[src/rtl/special_controller.sv]
// Special-attack sequencer: turns a charged energy bar plus a fire press into
// timed wind-up, active and cooldown windows, and pulses the energy bar empty on commit.
module special_controller #(
    parameter logic [9:0] WINDUP_FRAMES   = 10'd8,
    parameter logic [9:0] ACTIVE_FRAMES   = 10'd20,
    parameter logic [9:0] COOLDOWN_FRAMES = 10'd60
) (
    input  logic       frame_clk,
    input  logic       reset,
    input  logic       energy_ready,
    input  logic       fire_key,
    input  logic       cancel,
    output logic       reset_energy,
    output logic       skill_windup,
    output logic       skill_active,
    output logic       cooldown_busy,
    output logic       charged,
    output logic [3:0] skill_count
);

    localparam int unsigned CNT_W   = 10;
    localparam int unsigned SKILL_W = 4;

    // A zero-length window still lasts one frame.
    localparam logic [CNT_W-1:0] WINDUP_LAST   = (WINDUP_FRAMES   == 10'd0) ? 10'd0 : WINDUP_FRAMES   - 10'd1;
    localparam logic [CNT_W-1:0] ACTIVE_LAST   = (ACTIVE_FRAMES   == 10'd0) ? 10'd0 : ACTIVE_FRAMES   - 10'd1;
    localparam logic [CNT_W-1:0] COOLDOWN_LAST = (COOLDOWN_FRAMES == 10'd0) ? 10'd0 : COOLDOWN_FRAMES - 10'd1;
    localparam logic [SKILL_W-1:0] SKILL_MAX   = {SKILL_W{1'b1}};

    typedef enum logic [2:0] {
        S_IDLE,
        S_CHARGED,
        S_WINDUP,
        S_ACTIVE,
        S_COOLDOWN
    } state_t;

    state_t              r_state;
    state_t              w_state_nxt;
    logic [CNT_W-1:0]    r_cnt;
    logic [CNT_W-1:0]    w_cnt_nxt;
    logic [SKILL_W-1:0]  r_skill_count;
    logic [SKILL_W-1:0]  w_skill_count_nxt;
    logic                r_fire_prev;
    logic                w_fire_rise;
    logic                w_commit;

    logic r_reset_energy;
    logic r_skill_windup;
    logic r_skill_active;
    logic r_cooldown_busy;
    logic r_charged;

    assign w_fire_rise = fire_key & ~r_fire_prev;

    // State, frame counter, key history and registered Moore flags.
    always_ff @(posedge frame_clk or posedge reset) begin
        if (reset) begin
            r_state         <= S_IDLE;
            r_cnt           <= '0;
            r_skill_count   <= '0;
            r_fire_prev     <= 1'b0;
            r_reset_energy  <= 1'b0;
            r_skill_windup  <= 1'b0;
            r_skill_active  <= 1'b0;
            r_cooldown_busy <= 1'b0;
            r_charged       <= 1'b0;
        end else begin
            r_state         <= w_state_nxt;
            r_cnt           <= w_cnt_nxt;
            r_skill_count   <= w_skill_count_nxt;
            r_fire_prev     <= fire_key;
            r_reset_energy  <= w_commit;
            r_skill_windup  <= (w_state_nxt == S_WINDUP);
            r_skill_active  <= (w_state_nxt == S_ACTIVE);
            r_cooldown_busy <= (w_state_nxt == S_COOLDOWN);
            r_charged       <= (w_state_nxt == S_CHARGED);
        end
    end

    // Next-state, counter and commit decode.
    always_comb begin
        w_state_nxt       = r_state;
        w_cnt_nxt         = r_cnt;
        w_skill_count_nxt = r_skill_count;
        w_commit          = 1'b0;

        case (r_state)
            S_IDLE: begin
                if (energy_ready) begin
                    w_state_nxt = S_CHARGED;
                end
            end
            S_CHARGED: begin
                // Losing charge outranks a simultaneous press.
                if (!energy_ready) begin
                    w_state_nxt = S_IDLE;
                end else if (w_fire_rise) begin
                    w_state_nxt = S_WINDUP;
                    w_cnt_nxt   = '0;
                end
            end
            S_WINDUP: begin
                // A hit on the final wind-up frame still aborts the attack.
                if (cancel) begin
                    w_state_nxt = energy_ready ? S_CHARGED : S_IDLE;
                    w_cnt_nxt   = '0;
                end else if (r_cnt == WINDUP_LAST) begin
                    w_state_nxt = S_ACTIVE;
                    w_cnt_nxt   = '0;
                    w_commit    = 1'b1;
                    if (r_skill_count != SKILL_MAX) begin
                        w_skill_count_nxt = r_skill_count + SKILL_W'(1);
                    end
                end else begin
                    w_cnt_nxt = r_cnt + CNT_W'(1);
                end
            end
            S_ACTIVE: begin
                if (r_cnt == ACTIVE_LAST) begin
                    w_state_nxt = S_COOLDOWN;
                    w_cnt_nxt   = '0;
                end else begin
                    w_cnt_nxt = r_cnt + CNT_W'(1);
                end
            end
            S_COOLDOWN: begin
                if (r_cnt == COOLDOWN_LAST) begin
                    w_state_nxt = S_IDLE;
                    w_cnt_nxt   = '0;
                end else begin
                    w_cnt_nxt = r_cnt + CNT_W'(1);
                end
            end
            default: begin
                w_state_nxt = S_IDLE;
                w_cnt_nxt   = '0;
            end
        endcase
    end

    assign reset_energy  = r_reset_energy;
    assign skill_windup  = r_skill_windup;
    assign skill_active  = r_skill_active;
    assign cooldown_busy = r_cooldown_busy;
    assign charged       = r_charged;
    assign skill_count   = r_skill_count;

endmodule

[config.mk]
export PLATFORM = sky130hd
export DESIGN_NAME = special_controller
export DESIGN_NICKNAME = d
export VERILOG_FILES = /design/src/rtl/special_controller.sv
export SDC_FILE = /design/constraint.sdc
export NUM_CORES = 1
export LEC_CHECK = 0
export CAP_MARGIN = 20
export CORE_ASPECT_RATIO = 1.75
export CORE_MARGIN = 4
export CORE_UTILIZATION = 25
export CTS_BUF_LIST = sky130_fd_sc_hd__clkbuf_2 sky130_fd_sc_hd__clkbuf_4 sky130_fd_sc_hd__clkbuf_8
export DETAILED_ROUTE_END_ITERATION = 16
export SLEW_MARGIN = 15
export SYNTH_ARGS = -nofsm -noshare
export SYNTH_HDL_FRONTEND = slang
export SYNTH_SLANG_ARGS = --single-unit
[constraint.sdc]
create_clock -name frame_clk -period 1.79 [get_ports frame_clk]
set_input_delay 0.537 -clock frame_clk [delete_from_list [all_inputs] [get_ports frame_clk]]
set_output_delay 0.537 -clock frame_clk [all_outputs]
set_load 0.02 [all_outputs]
Word level (Yosys, flattened, before mapping)
Index checks and enable logic that the tools add are counted.

Word-level logic and storage cells: 51. Output and inout port bits: 9. Register bits: 23.

Bitwise gates (word level): 4. $add $sub $neg: 2. Reductions and logical operators: 3. Eq/ne operators: 14. Multiplexer cells: 19.

Operator list (count): $mux W10 (6); $pmux W10 S5 (1); $mux W3 (7); $pmux W3 S5 (1); $eq A3 B2 Y1 const B (4); $add A10 B1 Y10 const B (1); $eq A10 B3 Y1 const B (1); $eq A10 B5 Y1 const B (1); $eq A10 B6 Y1 const B (1); $eq A3 B1 Y1 const B (2); $eq A3 B3 Y1 const B (2); $add A4 B1 Y4 const B (1); $mux W1 (4); $ne A2 B2 Y1 const B (2); $ne A4 B4 Y1 const B (1); $reduce_and A4 Y1 (1); $logic_not A3 Y1 (1); $not A1 Y1 (3); $reduce_and A3 Y1 (1); $and A1 B1 Y1 (1).

Depth between registers and ports, before layout
Gate-level depths: netlist of the first run.

Depth in word-level cells: 6. Depth in mapped cells: 6.

Least setup slack after synthesis of the first run
No wires, ideal clock.

Path kind: register to register. Start: reg r_cnt[9]. End: reg r_skill_count[3], in the netlist skill_count[3]. Arrival time: 1615 ps. Setup time: 125 ps. Data required time: 1665 ps. Buffers on the path: 1. Slack: 50 ps. Cell stages (with the launch flop): 6. Path through: dfrtp_1 > nor4_4 > and4_1 > buf_6 > nand4_4 > mux2_4.

Longest elaborated chain between the ends: 2.

RTL lines: start: declaration (RTL line 40) `logic [CNT_W-1:0] r_cnt;`; start signal: assignment (RTL line 70) `r_cnt <= w_cnt_nxt;`; $eq A10 B3 Y1 (RTL line 108) `end else if (r_cnt == WINDUP_LAST) begin`; $reduce_and A4 Y1 (no line); end signal: assignment (RTL line 71) `r_skill_count <= w_skill_count_nxt;`; end: declaration (RTL line 42) `logic [SKILL_W-1:0] r_skill_count;`.

Every way passes these cells. A chain may end at the register's enable or synchronous reset.

Worst setup path after layout of the first run
Start: in fire_key. End: reg r_cnt[9].

Longest elaborated chain between the ends: 3.

RTL lines: start: declaration (RTL line 11) `input logic fire_key,`; $and A1 B1 Y1 (RTL line 54) `assign w_fire_rise = fire_key & ~r_fire_prev;`; $ne A2 B2 Y1 (no line); $reduce_and A3 Y1 (no line).

Every way passes these cells.

==> results of run 1 <==
[worst register-to-register path, delay by kind of cell (launching register included)]
kind	cells	cell delay, ns
multiplexers	1	0.30
AND/OR/NAND/NOR	3	0.90
flip-flops	1	0.47
[placed cells by master (no fill, tap or decap), drive strengths merged, types with 4 or more instances in the layout]
master         synthesis  final
o21ai                  5      5
nor2                   4      4
dlygate4sd2            0      4
buf                    1     31
clkdlybuf4s50          0      8
mux2i                  4      4
a31oi                  5      5
dfrtp                 23     23
inv                    4      4
nand2                 15     15
nand3                  4      4
nor3                   8      8
[kinds of logic after synthesis]
family                     after synthesis
buffers and inverters                    6
xor gates and xnor gates                 1
and+or+nand+nor                         55
muxes                                    6
DFF                                     23
AOI/OAI and AO/OA                       27
adders and majority gates                3
[power by group]
group          total [mW]  switching [mW]  leakage (nW)  internal (mW)
clock               0.326           0.171        0.0255          0.155
combinational       0.631           0.318         0.501          0.312
sequential          0.647          0.0595         0.311          0.587
total                1.60           0.549         0.837           1.05
[Yosys cell counts, types with 2 or more instances]
cell	n	share of area
a211oi_1	2	0.012
a31oi_1	2	0.0096
a31oi_2	2	0.019
dfrtp_1	23	0.44
ha_1	3	0.029
inv_1	4	0.012
mux2i_1	4	0.031
nand2_1	14	0.041
nand3_1	4	0.015
nand3b_1	2	0.012
nand4_1	2	0.0096
nor2_1	4	0.012
nor2b_1	3	0.014
nor3_1	8	0.031
nor4_4	2	0.033
o211ai_1	2	0.012
o21a_1	3	0.017
o21ai_0	5	0.019
o21bai_1	2	0.012
o32ai_1	3	0.020
or2_2	3	0.014
[final timing paths]
check	to	start	depth (start not counted)	slack [ns]
worst min-delay path	skill_count[0]	skill_count[0]	2	0.58
max in group asynchronous	r_state[0]	reset	3	0.93
worst max register to register	skill_count[3]	r_state[0]	4	0.01
worst min register to register	skill_count[0]	skill_count[0]	2	0.58
min in group asynchronous	skill_count[1]	reset	3	0.61
worst max-delay path	r_cnt[9]	fire_key	5	0.001
[metrics by stage]
step                worst slack [ns]  TNS (ns)  cell area (µm²)
finish                      0.000981         0             1810
global route                  -0.102    -0.567             1810
CTS                          0.00364         0             1750
detailed placement            -0.407     -5.93             1690
global placement              -0.372     -5.48             1690
floorplan                     0.0504         0             1300
[sequential cells by signal, summed over array words and instances (netlist names)]
register / cells
reset_energy: 1
r_state: 3
skill_windup: 1
r_fire_prev: 1
cooldown_busy: 1
r_cnt: 10
charged: 1
skill_count: 4
skill_active: 1
[layout make-up]
cell class | count | area share
sequential | 23 | 0.319
clock buffer | 3 | 0.0228
inverter | 4 | 0.00830
multi-input combinational | 92 | 0.408
clock inverter | 1 | 0.00277
timing repair buffer | 44 | 0.201
tap | 54 | 0.0374
[what timing repair did]
item | in CTS | in global routing
pin swaps | 1 | 3
endpoints found under the setup margin | 16 | 11
setup buffers | 0 | 3
hold buffers | 0 | 0
gates resized for setup | 9 | 8
cloned | 0 | 0
[layer usage]
| layer | up-vias | global-route usage |
|---|---|---|
| met5 | - | 0 |
| met4 | 0 | 0.0867 |
| met3 | 12 | 0.0195 |
| met2 | 19 | 0.205 |
| met1 | 556 | 0.0981 |
| li1 | 549 | - |
==> impl_results.rst, run 1 <==
.. list-table::
   :header-rows: 1

   * - Metric
     - Value
   * - Outcome
     - complete, no violations
   * - Total power per unit cell area
     - 887 nW/µm²
   * - Total track usage
     - 0.107
   * - Transition time at the pin with the least slew margin
     - 0.377 ns
   * - Count of unique library cells instantiated by Yosys
     - 45
   * - Cell with the biggest individual delay on the critical path
     - clkdlybuf4s50_1
   * - Final routed wirelength across all metal layers
     - 3210 µm
   * - Clock-pin transition on the worst setup and hold timing paths
     - 0.08 ns
   * - Last weighted congestion value of the routability-driven placer
     - 0.831
   * - Maximum number of pins on one net before global-route repair
     - 24
   * - DRC violation total after the first TritonRoute iteration
     - 76
   * - Portion of the clock cycle consumed by the worst path in the final layout
     - 0.999
   * - Overall via count from detail_route
     - 1,136
   * - TritonCTS buffer count
     - 3
   * - I/O Pins
     - 14
   * - Achievable Freq
     - 0.559 GHz
   * - Chip height
     - 103 µm
   * - Synthesized netlist net count
     - 129
   * - CTS tree
     - done
   * - Via density per instance
     - 5.14
   * - Routed wl met2
     - 1790 µm
   * - Filler Cells Inserted
     - 522
   * - Number of hold-slack violations in the final timing report
     - 0
   * - Number of enable flip-flop cells after synthesis
     - 0
   * - Post-synthesis async set-or-reset flop share
     - 1.00
   * - Number of setup violations in the final report
     - 0
   * - Proportion of synthesized area in mux cells
     - 0.0511
   * - Multi-input gate area
     - 738 µm²
   * - H-Tree Depth
     - 1
   * - Required time of the critical path
     - 1.93 ns
   * - Register area share after synthesis
     - 0.444
   * - Final slew viol count
     - 0
   * - Crit Path Class
     - input pin to register
   * - Post-synthesis share of cell area spent on xor and xnor gates
     - 0.00675
   * - Type of element capturing the critical path
     - register
   * - Worst min path class
     - register to register
   * - Crit path time final
     - 1.79 ns
   * - Wire length of the first global-routing pass
     - 5420 µm
   * - Critical path launch point type
     - input pin
   * - Syn-to-layout area delta
     - 39.3%
   * - Placed Cells incl. Taps
     - 214
   * - Fin Clk Skew
     - 0.00242 ns
   * - Number of nets in the layout
     - 176
   * - Share of the synthesized area in compound gates (AO/OA/AOI/OAI)
     - 0.167
   * - Root Buffer Master
     - clkbuf_8
   * - Number of nets with antenna violations after routing
     - 0
   * - Crit-path leading delay family
     - simple AND/OR/NAND/NOR gates
   * - Final design utilization
     - 0.360
   * - Number of remaining DRC errors
     - 0
   * - Total standard cell area after synthesis
     - 1300 µm²
   * - CTS Sinks
     - 23
   * - Signal arrival time at the worst endpoint
     - 1.93 ns
   * - Worst-case vdd ir drop
     - 0.277 mV
   * - Top layer in use
     - met4
   * - Worst Hold Margin
     - 0.584 ns
   * - Prevailing post-synth register cell
     - dfrtp_1
   * - Synthesized-area fraction occupied by and/or/nand/nor cells
     - 0.280
   * - DR pass1 iterations
     - 4
   * - Number of port buffers
     - 13
   * - Area of all sequential standard cells
     - 577 µm²
   * - Initial antenna violation count
     - 0
   * - Clock Tree Buf Depth
     - 2
   * - Effective utilization at floorplan
     - 0.258
   * - Leakage power
     - 0.837 nW
   * - Die outline width
     - 62.5 µm
   * - HPWL Detailed
     - 2470 µm
   * - Vias in the first global route
     - 1,230
   * - Highest cell delay on the worst timing path
     - 0.53 ns
   * - Number of warnings printed during yosys synthesis
     - 0
   * - Area of the core region
     - 5020 µm²
   * - Total power of the final layout
     - 1.60 mW
   * - Count of max-cap constraint violations
     - 0
   * - Share of synthesized cell area in full adder, half adder and majority cells
     - 0.0289
   * - Count of placed standard cells in the final layout, fillers left out
     - 221
   * - Share of cells above drive strength 1
     - 0.341
   * - Sequence of cells on the critical path
     - clkdlybuf4s50_1 -> and4b_1 -> nor2_1 -> nor4_4 -> nor3_1
   * - Routed length per placed instance
     - 14.5 µm
   * - RSZ-0062 raised after global routing
     - yes
   * - Placement Rows
     - 34
   * - Maximum fanout encountered on the critical timing path
     - 4
   * - Routed metal-1 wirelength
     - 1180 µm
   * - Number of inserted diodes
     - 0
   * - Critical path buffer and inverter count
     - 1
   * - Overall die area
     - 6450 µm²
   * - Clock insertion delay at the later pin of the skew report
     - 0.26 ns
   * - Post-Synthesis Cells
     - 121
   * - Average instance area after synthesis
     - 10.7 µm²
   * - Max_slew headroom
     - 0.747
   * - Total overflow reported by the global router
     - 0
   * - Largest family of logic cells by synthesized area
     - simple AND/OR/NAND/NOR gates
   * - Number of storage elements in the synthesis netlist
     - 23
   * - Met3 wire length
     - 78 µm
Note: power is estimated with default switching activity, not from simulation.
==> run 2: changes to the inputs <==
--- a/config.mk
+++ b/config.mk
@@ -11,7 +11,9 @@
 export CORE_UTILIZATION = 25
 export CTS_BUF_LIST = sky130_fd_sc_hd__clkbuf_2 sky130_fd_sc_hd__clkbuf_4 sky130_fd_sc_hd__clkbuf_8
 export DETAILED_ROUTE_END_ITERATION = 16
+export PLACE_DENSITY = 0.41
 export SLEW_MARGIN = 15
 export SYNTH_ARGS = -nofsm -noshare
 export SYNTH_HDL_FRONTEND = slang
 export SYNTH_SLANG_ARGS = --single-unit
+export TNS_END_PERCENT = 1
==> impl_results.rst, run 2 (same netlist as run 1, synthesis figures left out) <==
.. list-table::
   :header-rows: 1

   * - Metric
     - Value
   * - I/O Pins
     - 14
   * - Sequential power share
     - 0.394
   * - Maximum number of pins on one net before global-route repair
     - 24
   * - Count of max-cap constraint violations
     - 0
   * - Most common cell after layout, fill and taps aside
     - buf_4
   * - Clock-pin transition on the worst setup and hold timing paths
     - 0.08 ns
   * - DRC violation total after the first TritonRoute iteration
     - 42
   * - TritonCTS buffer count
     - 3
   * - Reg-to-Reg Start
     - r_cnt[6]
   * - CTS Sinks
     - 23
   * - Routed length per placed instance
     - 16.9 µm
   * - CTS tree
     - done
   * - Worst-case vdd ir drop
     - 0.252 mV
   * - Register-to-register path setup slack
     - 0.08 ns
   * - Overall via count from detail_route
     - 1,129
   * - Combinational power share
     - 0.396
   * - Transition time at the pin with the least slew margin
     - 0.384 ns
   * - Max FFs per register
     - 10
   * - Final instance area
     - 1820 µm²
   * - Area of the core region
     - 5020 µm²
   * - Initial antenna violation count
     - 0
   * - Chip height
     - 103 µm
   * - Maximum fanout encountered on the critical timing path
     - 1
   * - Total of hold buffers inserted after clock tree synthesis
     - 0
   * - Number of remaining DRC errors
     - 0
   * - Crit-path leading delay family
     - buffers and inverters
   * - Worst-case hold path end point
     - skill_count[0]
   * - Signal arrival time at the worst endpoint
     - 1.19 ns
   * - Final slew viol count
     - 0
   * - Launch point of the critical path
     - skill_windup
   * - Share of cells above drive strength 1
     - 0.329
   * - Crit path time final
     - 1.73 ns
   * - Post-placement cell area
     - 1710 µm²
   * - Worst Reg-to-Reg Cells
     - 6
   * - Total power of the final layout
     - 1.63 mW
   * - Vias in the first global route
     - 1,183
   * - Routing usage on met1
     - 0.102
   * - Last weighted congestion value of the routability-driven placer
     - 0.777
   * - Setup_tns
     - 0 ns
   * - Switching power
     - 0.558 mW
   * - Highest cell delay on the worst timing path
     - 0.60 ns
   * - Largest reg by FF count
     - r_cnt
   * - Clock insertion delay at the later pin of the skew report
     - 0.26 ns
   * - Leakage power
     - 0.877 nW
   * - DR pass1 iterations
     - 4
   * - Most Used Layer, Global Route
     - met2
   * - Highest-count cells in the layout ignoring fill and taps
     - buf_4, dfrtp_1, nand2_1, nor3_1, clkdlybuf4s50_1
   * - Critical path launch point type
     - register
   * - Number of inserted diodes
     - 0
   * - Via density per instance
     - 5.11
   * - Crit Path Class
     - register to output port
   * - Multi-input gate area
     - 736 µm²
   * - Filler Cells Inserted
     - 532
   * - Total power per unit cell area
     - 895 nW/µm²
   * - Final routed wirelength across all metal layers
     - 3720 µm
   * - Syn-to-layout area delta
     - 40.0%
   * - HPWL Detailed
     - 2840 µm
   * - Switching Fraction
     - 0.343
   * - Number of nets in the layout
     - 176
   * - Number of nets with antenna violations after routing
     - 0
   * - Wire length of the first global-routing pass
     - 5870 µm
   * - Portion of the clock cycle consumed by the worst path in the final layout
     - 0.965
   * - Number of instances on the worst hold path
     - 2
   * - Clock power share
     - 0.211
   * - Achievable Freq
     - 0.579 GHz
   * - Crit Reg-Reg Endpoint
     - r_cnt[2]
   * - Root Buffer Master
     - clkbuf_8
   * - Critical path buffer and inverter count
     - 1
   * - Placement Rows
     - 34
   * - Fin Clk Skew
     - 0.00351 ns
   * - Startpoint of the tightest hold check path
     - skill_count[0]
   * - RSZ-0062 raised after global routing
     - yes
   * - Outcome
     - complete, no violations
   * - Crit path depth
     - 1
   * - Die outline width
     - 62.5 µm
   * - Overall die area
     - 6450 µm²
   * - Number of hold-slack violations in the final timing report
     - 0
   * - Max_slew headroom
     - 0.742
   * - Number of port buffers
     - 13
   * - Placed Cells incl. Taps
     - 216
   * - Effective utilization at floorplan
     - 0.258
   * - Cell with the biggest individual delay on the critical path
     - clkdlybuf4s50_1
   * - Design internal power
     - 1.07 mW
   * - Required time of the critical path
     - 1.25 ns
   * - Clock Tree Buf Depth
     - 2
   * - Sequence of cells on the critical path
     - clkdlybuf4s50_1
   * - Met3 layer usage reported by global route
     - 0.0162
   * - Number of setup violations in the final report
     - 0
   * - Total track usage
     - 0.118
   * - Type of element capturing the critical path
     - output port
   * - Worst min path class
     - register to register
   * - Met2 layer usage reported by global route
     - 0.266
   * - Total overflow reported by the global router
     - 0
   * - Count of placed standard cells in the final layout, fillers left out
     - 221
   * - Area of all sequential standard cells
     - 576 µm²
   * - H-Tree Depth
     - 1
==> run 2: final cells by class <==
type | instances | share of cell area
Clock buffer | 4 | 0.0269
Multi-Input combinational cell | 92 | 0.405
Timing Repair Buffer | 44 | 0.206
Inverter | 4 | 0.00826
Sequential cell | 23 | 0.317
Tap cell | 54 | 0.0372
==> run 2: worst max path at each step <==
| stage | endpoint |
|---|---|
| 2_1_floorplan | skill_count[3] |
| 3_3_place_gp | skill_count[3] |
| 3_5_place_dp | skill_count[3] |
| 4_1_cts | skill_count[3] |
| 5_1_grt | r_cnt[9] |
| 6_report | skill_windup |
==> run 2: tightest hold or removal path, cell delays in order, from the launching register on <==
cell	delay, ns
dfrtp_1	0.35
buf_4	0.14
xnor2_1	0.07
==> run 2: per-layer routing <==
layer / routed length (µm) / part of all wire
met1: 1320 / 0.35
met2: 2270 / 0.61
met3: 78 / 0.021
met4: 49 / 0.013
met5: 0 / 0
==> run 2: through the flow <==
step | hold WS, ns | utilization | setup WS (ns)
floorplan | 0.520 | - | 0.0504
CTS | 0.605 | 0.356 | -0.0224
global route | 0.621 | 0.362 | -0.00433
finish | 0.590 | 0.362 | 0.0619
detailed placement | 0.585 | 0.340 | -0.443
global placement | 0.585 | 0.340 | -0.454
==> run 2: power by group through the flow <==
stage	combinational [mW]	clock, mW	sequential, mW
6_report	0.644	0.343	0.640
5_1_grt	0.694	0.389	0.651
4_1_cts	0.646	0.361	0.642
2_1_floorplan	0.288	0	0.681
3_3_place_gp	0.613	0	0.647
3_5_place_dp	0.618	0	0.653
==> run 2: repair_timing <==
| action | 4_1_cts | 5_1_grt |
|---|---|---|
| pin swaps | 3 | 3 |
| endpoints found under the setup margin | 21 | 16 |
| gates resized for setup | 10 | 8 |
| buffers inserted | 0 | 1 |
==> run 3: changes to the inputs <==
--- a/config.mk
+++ b/config.mk
@@ -6,8 +6,6 @@
 export NUM_CORES = 1
 export LEC_CHECK = 0
 export CAP_MARGIN = 20
-export CORE_ASPECT_RATIO = 1.75
-export CORE_MARGIN = 4
 export CORE_UTILIZATION = 25
 export CTS_BUF_LIST = sky130_fd_sc_hd__clkbuf_2 sky130_fd_sc_hd__clkbuf_4 sky130_fd_sc_hd__clkbuf_8
 export DETAILED_ROUTE_END_ITERATION = 16
==> impl_results.rst, run 3 (same netlist as run 1, synthesis figures left out) <==
.. list-table::
   :header-rows: 1

   * - Metric
     - Value
   * - I/O Pins
     - 14
   * - Effective utilization at floorplan
     - 0.268
   * - Crit path time final
     - 1.75 ns
   * - H-Tree Depth
     - 1
   * - Outcome
     - complete, no violations
   * - Number of port buffers
     - 13
   * - DRC violation total after the first TritonRoute iteration
     - 40
   * - Required time of the critical path
     - 1.94 ns
   * - Vias in the first global route
     - 1,110
   * - Final routed wirelength across all metal layers
     - 3240 µm
   * - HPWL Detailed
     - 2470 µm
   * - Share of cells above drive strength 1
     - 0.311
   * - CTS Sinks
     - 23
   * - Worst-case vdd ir drop
     - 0.531 mV
   * - Max_slew headroom
     - 0.759
   * - Clock-pin transition on the worst setup and hold timing paths
     - 0.09 ns
   * - Multi-input gate area
     - 724 µm²
   * - Area of the core region
     - 4850 µm²
   * - Die outline width
     - 74.0 µm
   * - CP endpoint
     - skill_count[3]
   * - Routed length per placed instance
     - 14.0 µm
   * - Total track usage
     - 0.128
   * - Number of remaining DRC errors
     - 0
   * - Setup WS post-layout
     - 0.0410 ns
   * - Root Buffer Master
     - clkbuf_8
   * - DR pass1 iterations
     - 4
   * - Signal arrival time at the worst endpoint
     - 1.90 ns
   * - Highest-count cells in the layout ignoring fill and taps
     - buf_4, dfrtp_1, nand2_1, clkdlybuf4s50_1, nor3_1
   * - Reg-to-Reg Start
     - r_cnt[1]
   * - Placement Rows
     - 25
   * - Area of all sequential standard cells
     - 576 µm²
   * - Setup_tns
     - 0 ns
   * - Via density per instance
     - 4.81
   * - Worst min path class
     - register to register
   * - RSZ-0062 raised after global routing
     - yes
   * - Post-CTS setup-driven buffer insertion count
     - 0
   * - Highest cell delay on the worst timing path
     - 0.37 ns
   * - Number of nets in the layout
     - 173
   * - Number of nets with antenna violations after routing
     - 0
   * - Maximum number of pins on one net before global-route repair
     - 24
   * - Total power per unit cell area
     - 883 nW/µm²
   * - Fin Clk Skew
     - 0.00309 ns
   * - Type of element capturing the critical path
     - register
   * - Overall die area
     - 5480 µm²
   * - Crit Reg-Reg Endpoint
     - skill_count[3]
   * - Chip height
     - 74.0 µm
   * - Number of inserted diodes
     - 0
   * - Leakage power
     - 0.823 nW
   * - Placed Cells incl. Taps
     - 227
   * - Transition time at the pin with the least slew margin
     - 0.360 ns
   * - Syn-to-layout area delta
     - 37.7%
   * - Portion of the clock cycle consumed by the worst path in the final layout
     - 0.977
   * - Post-Place Worst Slack
     - -0.435 ns
   * - Total overflow reported by the global router
     - 0
   * - TritonCTS buffer count
     - 3
   * - Clock insertion delay at the later pin of the skew report
     - 0.26 ns
   * - Most common cell after layout, fill and taps aside
     - buf_4
   * - Clock Tree Buf Depth
     - 2
   * - Largest reg by FF count
     - r_cnt
   * - Number of setup violations in the final report
     - 0
   * - Last weighted congestion value of the routability-driven placer
     - 0.775
   * - Overall via count from detail_route
     - 1,110
   * - Achievable Freq
     - 0.572 GHz
   * - Wire length of the first global-routing pass
     - 5350 µm
   * - Launch point of the critical path
     - r_cnt[1]
   * - Register-to-register path setup slack
     - 0.04 ns
   * - Number of hold-slack violations in the final timing report
     - 0
   * - Cell with the biggest individual delay on the critical path
     - dfrtp_1
   * - Filler Cells Inserted
     - 499
   * - Count of max-cap constraint violations
     - 0
   * - Worst Reg-to-Reg Cells
     - 6
   * - Crit Path Class
     - register to register
   * - Sequence of cells on the critical path
     - ha_2 -> nor3b_2 -> buf_4 -> and4_2 -> nand4_4 -> mux2_4
   * - Critical path launch point type
     - register
   * - Count of placed standard cells in the final layout, fillers left out
     - 231
   * - Initial antenna violation count
     - 0
   * - Max FFs per register
     - 10
   * - Maximum fanout encountered on the critical timing path
     - 5
   * - Final slew viol count
     - 0
   * - CTS tree
     - done
## run 3: worst max-delay path, delay by kind of cell (launching register included)
kind	cells	cell delay, ns
fa+ha+maj	1	0.20
buf+inv	1	0.17
flops	1	0.37
mux	1	0.30
simple gates	3	0.60
## run 3: cell type report
cell class,instances,share of cell area
multi-input combinational,92,0.405
inverter,4,0.00840
tap,67,0.0469
timing repair buffer,41,0.191
clock buffer,3,0.0231
sequential,23,0.322
clock inverter,1,0.00280
## run 3: power by group
part	leakage, nW	total, mW	switching, mW	internal, mW
Sequential	0.312	0.635	0.0503	0.585
Combinational	0.486	0.620	0.325	0.295
Clock	0.0255	0.322	0.166	0.155
Total	0.823	1.58	0.542	1.04
## run 3: stage by stage
| step | total power [mW] | area (µm²) | utilization | hold WS (ns) |
|---|---|---|---|---|
| 6_report | 1.58 | 1790 | 0.369 | 0.591 |
| 5_1_grt | 1.69 | 1790 | 0.369 | 0.612 |
| 4_1_cts | 1.60 | 1780 | 0.366 | 0.601 |
| 3_5_place_dp | 1.26 | 1710 | 0.352 | 0.580 |
| 3_3_place_gp | 1.25 | 1710 | 0.352 | 0.572 |
| 2_1_floorplan | 0.969 | 1300 | - | 0.520 |
## run 3: worst min-delay path by stage
| stage | startpoint | to | slack, ns | cells after the start |
|---|---|---|---|---|
| CTS | skill_count[0] | skill_count[0] | 0.60 | 2 |
| global placement | skill_count[0] | skill_count[0] | 0.57 | 2 |
| finish | skill_count[0] | skill_count[0] | 0.59 | 2 |
| global route | skill_count[0] | skill_count[0] | 0.61 | 2 |
| detailed placement | skill_count[0] | skill_count[0] | 0.58 | 2 |
| floorplan | r_cnt[0] | r_cnt[0] | 0.52 | 1 |
## run 3: repair_timing
action,in CTS,in global routing
endpoints found under the hold margin,0,0
pin swaps,2,1
resized for setup,10,3
hold buffers,0,0
endpoints found under the setup margin,19,11
## run 3: routing by layer
metal  wire length, µm  global-route usage  vias to the layer above
li1                  -                   -                      539
met1              1570               0.172                      558
met2              1560               0.215                       11
met3                81              0.0163                        2
met4                23              0.0385                        0
met5                 0                   0                        -
